[config.mk]
export PLATFORM = sky130hd
export DESIGN_NAME = multi_switch_debouncer
export DESIGN_NICKNAME = d
export VERILOG_FILES = /design/src/rtl/multi_switch_debouncer.sv
export SDC_FILE = /design/constraint.sdc
export NUM_CORES = 1
export LEC_CHECK = 0
export BUFFER_PORTS_ARGS = -buffer_cell sky130_fd_sc_hd__buf_4
export CELL_PAD_IN_SITES_DETAIL_PLACEMENT = 1
export CELL_PAD_IN_SITES_GLOBAL_PLACEMENT = 1
export CORE_MARGIN = 2
export CORE_UTILIZATION = 42
export CTS_CLUSTER_DIAMETER = 120
export DETAILED_ROUTE_END_ITERATION = 8
export PLACE_DENSITY = 0.82
export SLEW_MARGIN = 10
export SYNTH_ARGS = -nofsm -noshare
export SYNTH_HDL_FRONTEND = slang
export SYNTH_SLANG_ARGS = --single-unit
[constraint.sdc]
create_clock -name clk_i -period 1.6 [get_ports clk_i]
set_input_delay 0.16 -clock clk_i [delete_from_list [all_inputs] [get_ports clk_i]]
set_output_delay 0.16 -clock clk_i [all_outputs]
set_load 0.05 [all_outputs]
[src/rtl/multi_switch_debouncer.sv]
// N-channel switch debouncer: per-channel 2-flop synchroniser and stability counter,
// driving a registered clean level plus one-cycle rise/fall pulses.
module multi_switch_debouncer #(
   parameter int unsigned CHANNELS     = 4,
   parameter int unsigned STABLE_COUNT = 8,
   parameter bit          FAST_RELEASE = 1'b0
) (
   input  logic                clk_i,
   input  logic                rst_ni,
   input  logic                ce_i,
   input  logic [CHANNELS-1:0] raw_i,
   output logic [CHANNELS-1:0] clean_o,
   output logic [CHANNELS-1:0] rise_o,
   output logic [CHANNELS-1:0] fall_o,
   output logic [CHANNELS-1:0] busy_o,
   output logic                any_change_o
);

   localparam int unsigned     CntW   = $clog2(STABLE_COUNT);
   localparam logic [CntW-1:0] CntMax = CntW'(STABLE_COUNT - 1);

   logic [CHANNELS-1:0] s1_q, s2_q;
   logic [CHANNELS-1:0] clean_q, clean_d;
   logic [CHANNELS-1:0] rise_q, rise_d;
   logic [CHANNELS-1:0] fall_q, fall_d;
   logic [CntW-1:0]     cnt_q [CHANNELS];
   logic [CntW-1:0]     cnt_d [CHANNELS];

   always_ff @(posedge clk_i) begin
      if (!rst_ni) begin
         s1_q    <= '0;
         s2_q    <= '0;
         clean_q <= '0;
         rise_q  <= '0;
         fall_q  <= '0;
         cnt_q   <= '{default: '0};
      end else begin
         s1_q    <= raw_i;
         s2_q    <= s1_q;
         clean_q <= clean_d;
         rise_q  <= rise_d;
         fall_q  <= fall_d;
         cnt_q   <= cnt_d;
      end
   end

   always_comb begin
      clean_d = clean_q;
      rise_d  = '0;
      fall_d  = '0;
      cnt_d   = cnt_q;
      busy_o  = '0;
      for (int unsigned i = 0; i < CHANNELS; i++) begin
         busy_o[i] = (cnt_q[i] != '0);
         // A matching sample discards any partial count, so bounce restarts qualification.
         if (s2_q[i] == clean_q[i]) begin
            cnt_d[i] = '0;
         end else if (FAST_RELEASE && clean_q[i]) begin
            clean_d[i] = 1'b0;
            fall_d[i]  = 1'b1;
            cnt_d[i]   = '0;
         end else if (ce_i) begin
            if (cnt_q[i] == CntMax) begin
               clean_d[i] = s2_q[i];
               rise_d[i]  = s2_q[i];
               fall_d[i]  = ~s2_q[i];
               cnt_d[i]   = '0;
            end else begin
               cnt_d[i] = cnt_q[i] + 1'b1;
            end
         end
      end
   end

   assign clean_o      = clean_q;
   assign rise_o       = rise_q;
   assign fall_o       = fall_q;
   assign any_change_o = |(rise_q | fall_q);

endmodule

==> results.json, run 1 <==
{
  "detail-route-antenna-nets": 0,
  "pin_count": 24,
  "hold_depth": 2,
  "grt_util_all_layers": 0.1782,
  "tns_ns": 0,
  "port_buffers": 23,
  "min-delay-start": "raw_i[1]",
  "core_area_um2": 3078,
  "cts.reportedPaths.clkPinSlew_ns": 0.09,
  "synth_area_leaders": "dfxtp_1, ha_1, mux2i_1",
  "drt_wl_total_mm": 2.760,
  "clock_path_buffers": 2,
  "wl_per_cell_um": 13.66,
  "r2r_end": "cnt_q[0]$_SDFFE_PP0P_",
  "cts-root-buf": "clkbuf_4",
  "r2r_cells": 4,
  "cap_viol_max_count": 0,
  "fin_skew_ns": 0.001469,
  "ys.flop_type": "dfxtp_1",
  "power_density_nw_per_um2": 840.0,
  "detail_route.drc_violations": 0,
  "dr.pass1.iters": 2,
  "vias_per_cell": 4.931,
  "dieWidth_um": 61.32,
  "period_minus_slack_ns": 1.448,
  "layout_common_cells": "dfxtp_1, buf_4, ha_1",
  "crit_fanout": 4,
  "relSlewSlack": 0.6776,
  "globalRouteOverflowTotal": 0,
  "grt_pass1_vias": 1081,
  "worst_slew_pin_slew_ns": 0.4802,
  "p_clk_frac": 0.353,
  "ys_ff_latch": 32,
  "crit_arrival_ns": 1.70,
  "nFillCells": 351,
  "yosysTopAreaCell": "dfxtp_1",
  "r2r_start": "cnt_q[0]$_SDFFE_PP0P_",
  "p_int_mw": 1.056,
  "cp_data_required_time_ns": 1.85,
  "status": "complete, no violations",
  "std_cell_rows": 20,
  "power_frac_seq": 0.593,
  "fmax_mhz": 690.7,
  "htree_levels": 2,
  "worst_setup_path_start_kind": "flop",
  "layout.nets": 177,
  "p_sw_mw": 0.3192,
  "layout-drive-gt1-share": 0.2278,
  "grt_max_degree": 31,
  "numCtsBuffers": 5,
  "start_util": 0.4484,
  "vias": 996,
  "async_reset_ff_frac": 0,
  "max-vdd-ir-drop_mv": 0.6020,
  "rsz0062_at_grt": "no",
  "finalWeightedCongestion": 0.6615,
  "syn_avg_cell_area_um2": 10.46,
  "yosysSeqAreaShare": 0.4642,
  "antenna_found_initial": 0,
  "final_common_cell": "dfxtp_1",
  "diodes": 0,
  "p_leak_nw": 0.7037,
  "hold_buffers": 0,
  "synth_edf_count": 0,
  "r2r_slack_ns": 0.15,
  "min_path_type": "input port to flop",
  "area_growth_pct": 18.59,
  "min_period_over_period": 0.9049,
  "cts_tree": "yes",
  "grt_pass1_wl_mm": 4.767,
  "clk-insertion-delay-late_ns": 0.33,
  "hold_violations": 0,
  "yosysUniqueCellTypes": 22,
  "yosys.area.top_type_share": 0.4642,
  "place_hpwl_mm": 2.045,
  "cts_resized": 0,
  "drtIter0Drc": 12,
  "fin_hold_ws_ns": 0.02364,
  "die_area_um2": 3760,
  "setup_viol": 0,
  "synthCells": 132,
  "slew_viol_final": 0,
  "hold_end": "s1_q[1]$_SDFF_PN0_",
  "yosysWarnings": 0,
  "comb_power_share": 0.054,
  "cts_setup_buffers": 0,
  "synth_area_um2": 1380,
  "cp-end-kind": "flop",
  "cts_sinks": 32,
  "die_h_um": 61.32,
  "syn_nets": 152,
  "crit_type": "flop to flop",
  "swShare": 0.2322
}
==> cells by family after synthesis <==
kind of cell / synth area share
XOR/XNOR: 0.02538
multiplexers: 0.05077
AO/OA/AOI/OAI: 0.07797
adder cells (fa/ha/maj): 0.1179
flip-flops: 0.4642
buffers and inverters: 0.04623
AND/OR/NAND/NOR: 0.2176
==> worst max-delay path, cell delays in order, from the launching register on <==
cell and delay [ns]:
dfxtp_1 0.35, ha_1 0.23, ha_1 0.21, or3b_1 0.35
a211oi_1 0.21
==> routing by layer <==
layer | wire length [um] | vias to the layer above | track usage | share of wire
met5 | 0 | - | 0 | 0
met4 | 61 | 0 | 0.1025 | 0.022
met3 | 113 | 6 | 0.04412 | 0.041
met2 | 1392 | 16 | 0.3055 | 0.50
met1 | 1193 | 470 | 0.2003 | 0.43
li1 | - | 504 | - | -
==> synthesized netlist by cell type (4+ instances only) <==
library cell,n
a21bo_2,4
a21oi_1,4
and2_1,8
dfxtp_1,32
ha_1,13
inv_1,8
mux2i_1,7
nand2b_1,9
nand3_1,8
nor3_1,8
nor3b_1,6
or3b_1,4
xnor2_1,4
==> registers in the layout (all words and copies together) (netlist names) <==
| signal | count |
|---|---|
| s1_q | 4 |
| cnt_q | 12 |
| rise_o | 4 |
| clean_o | 4 |
| fall_o | 4 |
| s2_q | 4 |
==> area by class of cell <==
type,count,area (um2),area share
clock buffers,8,58.81,0.03593
inverters,9,33.78,0.02064
multi-input cells,86,675.6,0.4128
flip-flops and latches,32,640.6,0.3914
well taps,44,55.05,0.03364
repair buffers,23,172.7,0.1055
==> stage by stage <==
stage	setup WS, ns	cell area, um2	instances	power, mW	utilization
after floorplan	0.2927	1380	132	0.8868	-
after global placement	0.2582	1578	194	0.9042	0.5126
final	0.1521	1637	202	1.375	0.5317
after detailed placement	0.1934	1578	194	0.9092	0.5126
after global routing	0.06682	1637	202	1.435	0.5317
after CTS	0.1505	1637	202	1.392	0.5317
==> worst max path at each step <==
stage | startpoint | end | slack [ns] | cells after the start
5_1_grt | cnt_q[0]$_SDFFE_PP0P_ | cnt_q[0]$_SDFFE_PP0P_ | 0.07 | 4
3_3_place_gp | cnt_q[3]$_SDFFE_PP0P_ | cnt_q[3]$_SDFFE_PP0P_ | 0.26 | 4
4_1_cts | cnt_q[0]$_SDFFE_PP0P_ | cnt_q[0]$_SDFFE_PP0P_ | 0.15 | 4
3_5_place_dp | cnt_q[9]$_SDFFE_PP0P_ | cnt_q[9]$_SDFFE_PP0P_ | 0.19 | 4
6_report | cnt_q[0]$_SDFFE_PP0P_ | cnt_q[0]$_SDFFE_PP0P_ | 0.15 | 4
2_1_floorplan | cnt_q[0]$_SDFFE_PP0P_ | cnt_q[0]$_SDFFE_PP0P_ | 0.29 | 4
==> power by group through the flow <==
stage                     sequential (mW)  combinational (mW)  clock [mW]
after floorplan                     0.831              0.0558           0
after global placement              0.832              0.0720           0
after detailed placement            0.833              0.0758           0
after CTS                           0.815              0.0760       0.501
after global routing                0.817              0.0825       0.535
final                               0.815              0.0747       0.485
Power figures use the tool's default switching activity.
==> run 2, diff against run 1 <==
- CORE_UTILIZATION: 42 -> 44
- CTS_BUF_LIST: default -> sky130_fd_sc_hd__clkbuf_8
- PLACE_DENSITY: 0.82 -> 0.85
==> results.json, run 2 (synthesized netlist as in run 1, its figures left out) <==
{
  "area_growth_pct": 19.95,
  "cts_sinks": 32,
  "cap_viol_max_count": 0,
  "layout_common_cells": "dfxtp_1, buf_4, ha_1",
  "clock_path_buffers": 2,
  "largest_register": "cnt_q",
  "finalInstanceArea_um2": 1655,
  "grt_util_all_layers": 0.1842,
  "crit_fanout": 4,
  "relSlewSlack": 0.7163,
  "seq_area_um2": 640.6,
  "cts-root-buf": "clkbuf_8",
  "multiInputGateArea_um2": 675.6,
  "p_leak_nw": 0.7164,
  "total_power_mw": 1.460,
  "max-vdd-ir-drop_mv": 0.5787,
  "period_minus_slack_ns": 1.429,
  "numCtsBuffers": 5,
  "r2r_cells": 4,
  "cts.reportedPaths.clkPinSlew_ns": 0.06,
  "dpl-instance-area_um2": 1578,
  "detail_route.drc_violations": 0,
  "diodes": 0,
  "port_buffers": 23,
  "fin_util": 0.5467,
  "die_area_um2": 3601,
  "nFillCells": 344,
  "grt_pass1_wl_mm": 4.788,
  "worst_setup_path_start_kind": "flop",
  "largest_reg_flops": 12,
  "core_area_um2": 3028,
  "fin_skew_ns": 0.003619,
  "htree_levels": 2,
  "wl_per_cell_um": 13.82,
  "crit_arrival_ns": 1.62,
  "die_h_um": 60.01,
  "min_period_over_period": 0.8931,
  "dr.pass1.iters": 4,
  "finalWeightedCongestion": 0.6901,
  "place_hpwl_mm": 1.971,
  "slew_viol_final": 0,
  "grt_pass1_vias": 1061,
  "final_common_cell": "dfxtp_1",
  "min_path_type": "input port to flop",
  "hold_depth": 2,
  "worst_slew_pin_slew_ns": 0.4226,
  "setup_viol": 0,
  "crit_type": "flop to flop",
  "status": "complete, no violations",
  "antenna_found_initial": 0,
  "std_cell_rows": 20,
  "layout.nets": 177,
  "power_density_nw_per_um2": 882.0,
  "layout-drive-gt1-share": 0.2293,
  "fmax_mhz": 699.8,
  "hold_violations": 0,
  "globalRouteOverflowTotal": 0,
  "drt_wl_total_mm": 2.778,
  "tns_ns": 0,
  "drtIter0Drc": 15,
  "hold_buffers": 0,
  "grt_max_degree": 31,
  "vias": 1017,
  "cp_data_required_time_ns": 1.79,
  "cp-end-kind": "flop",
  "clk-insertion-delay-late_ns": 0.28,
  "rsz0062_at_grt": "no",
  "dieWidth_um": 60.01,
  "vias_per_cell": 5.060,
  "cts_tree": "yes",
  "start_util": 0.4558,
  "cts_setup_buffers": 0,
  "pin_count": 24,
  "detail-route-antenna-nets": 0,
  "cts_resized": 0
}
[run 2: cell count changes in the layout (fill, tap and decap cells not counted), sizes merged]
cell    change
clkbuf      -3
clkinv      +1
inv         +1
[run 2: final timing paths]
check / startpoint / endpoint / slack (ns)
min: raw_i[0] / s1_q[0]$_SDFF_PN0_ / 0.09
max reg2reg: cnt_q[3]$_SDFFE_PP0P_ / cnt_q[3]$_SDFFE_PP0P_ / 0.17
max: cnt_q[3]$_SDFFE_PP0P_ / cnt_q[3]$_SDFFE_PP0P_ / 0.17
min reg2reg: s1_q[0]$_SDFF_PN0_ / s2_q[0]$_SDFF_PN0_ / 0.44
[run 2: worst max-delay path, cell delays in order, from the launching register on]
cell and delay [ns]:
dfxtp_1 0.34, ha_1 0.21, ha_1 0.23, or3b_1 0.35
a211oi_1 0.21
[run 2: where the power goes]
group          leakage (nW)  total (mW)  switching (mW)  internal [mW]
clock                0.0452       0.570           0.281          0.289
combinational         0.412      0.0749          0.0430         0.0319
sequential            0.260       0.816         0.00757          0.808
total                 0.716        1.46           0.332           1.13
[run 2: through the flow]
| stage | setup WS, ns | hold WS (ns) | std cells |
|---|---|---|---|
| after floorplan | 0.2927 | 0.2873 | 132 |
| after global placement | 0.2497 | 0.3678 | 194 |
| after detailed placement | 0.1739 | 0.3753 | 194 |
| after CTS | 0.1387 | 0.08085 | 201 |
| after global routing | 0.06671 | 0.09316 | 201 |
| final | 0.1711 | 0.08623 | 201 |
[run 2: routing by layer]
metal | part of all wire | track usage | vias up
li1 | - | - | 499
met1 | 0.44 | 0.2155 | 483
met2 | 0.50 | 0.3090 | 30
met3 | 0.046 | 0.04545 | 5
met4 | 0.017 | 0.09524 | 0
met5 | 0 | 0 | -
[run 2: area by class of cell]
type / instances / area share
Clock buffer: 5 / 0.04157
Clock inverter: 2 / 0.005291
Inverter: 9 / 0.02041
Multi-Input combinational cell: 86 / 0.4082
Sequential cell: 32 / 0.3870
Tap cell: 44 / 0.03326
Timing Repair Buffer: 23 / 0.1043
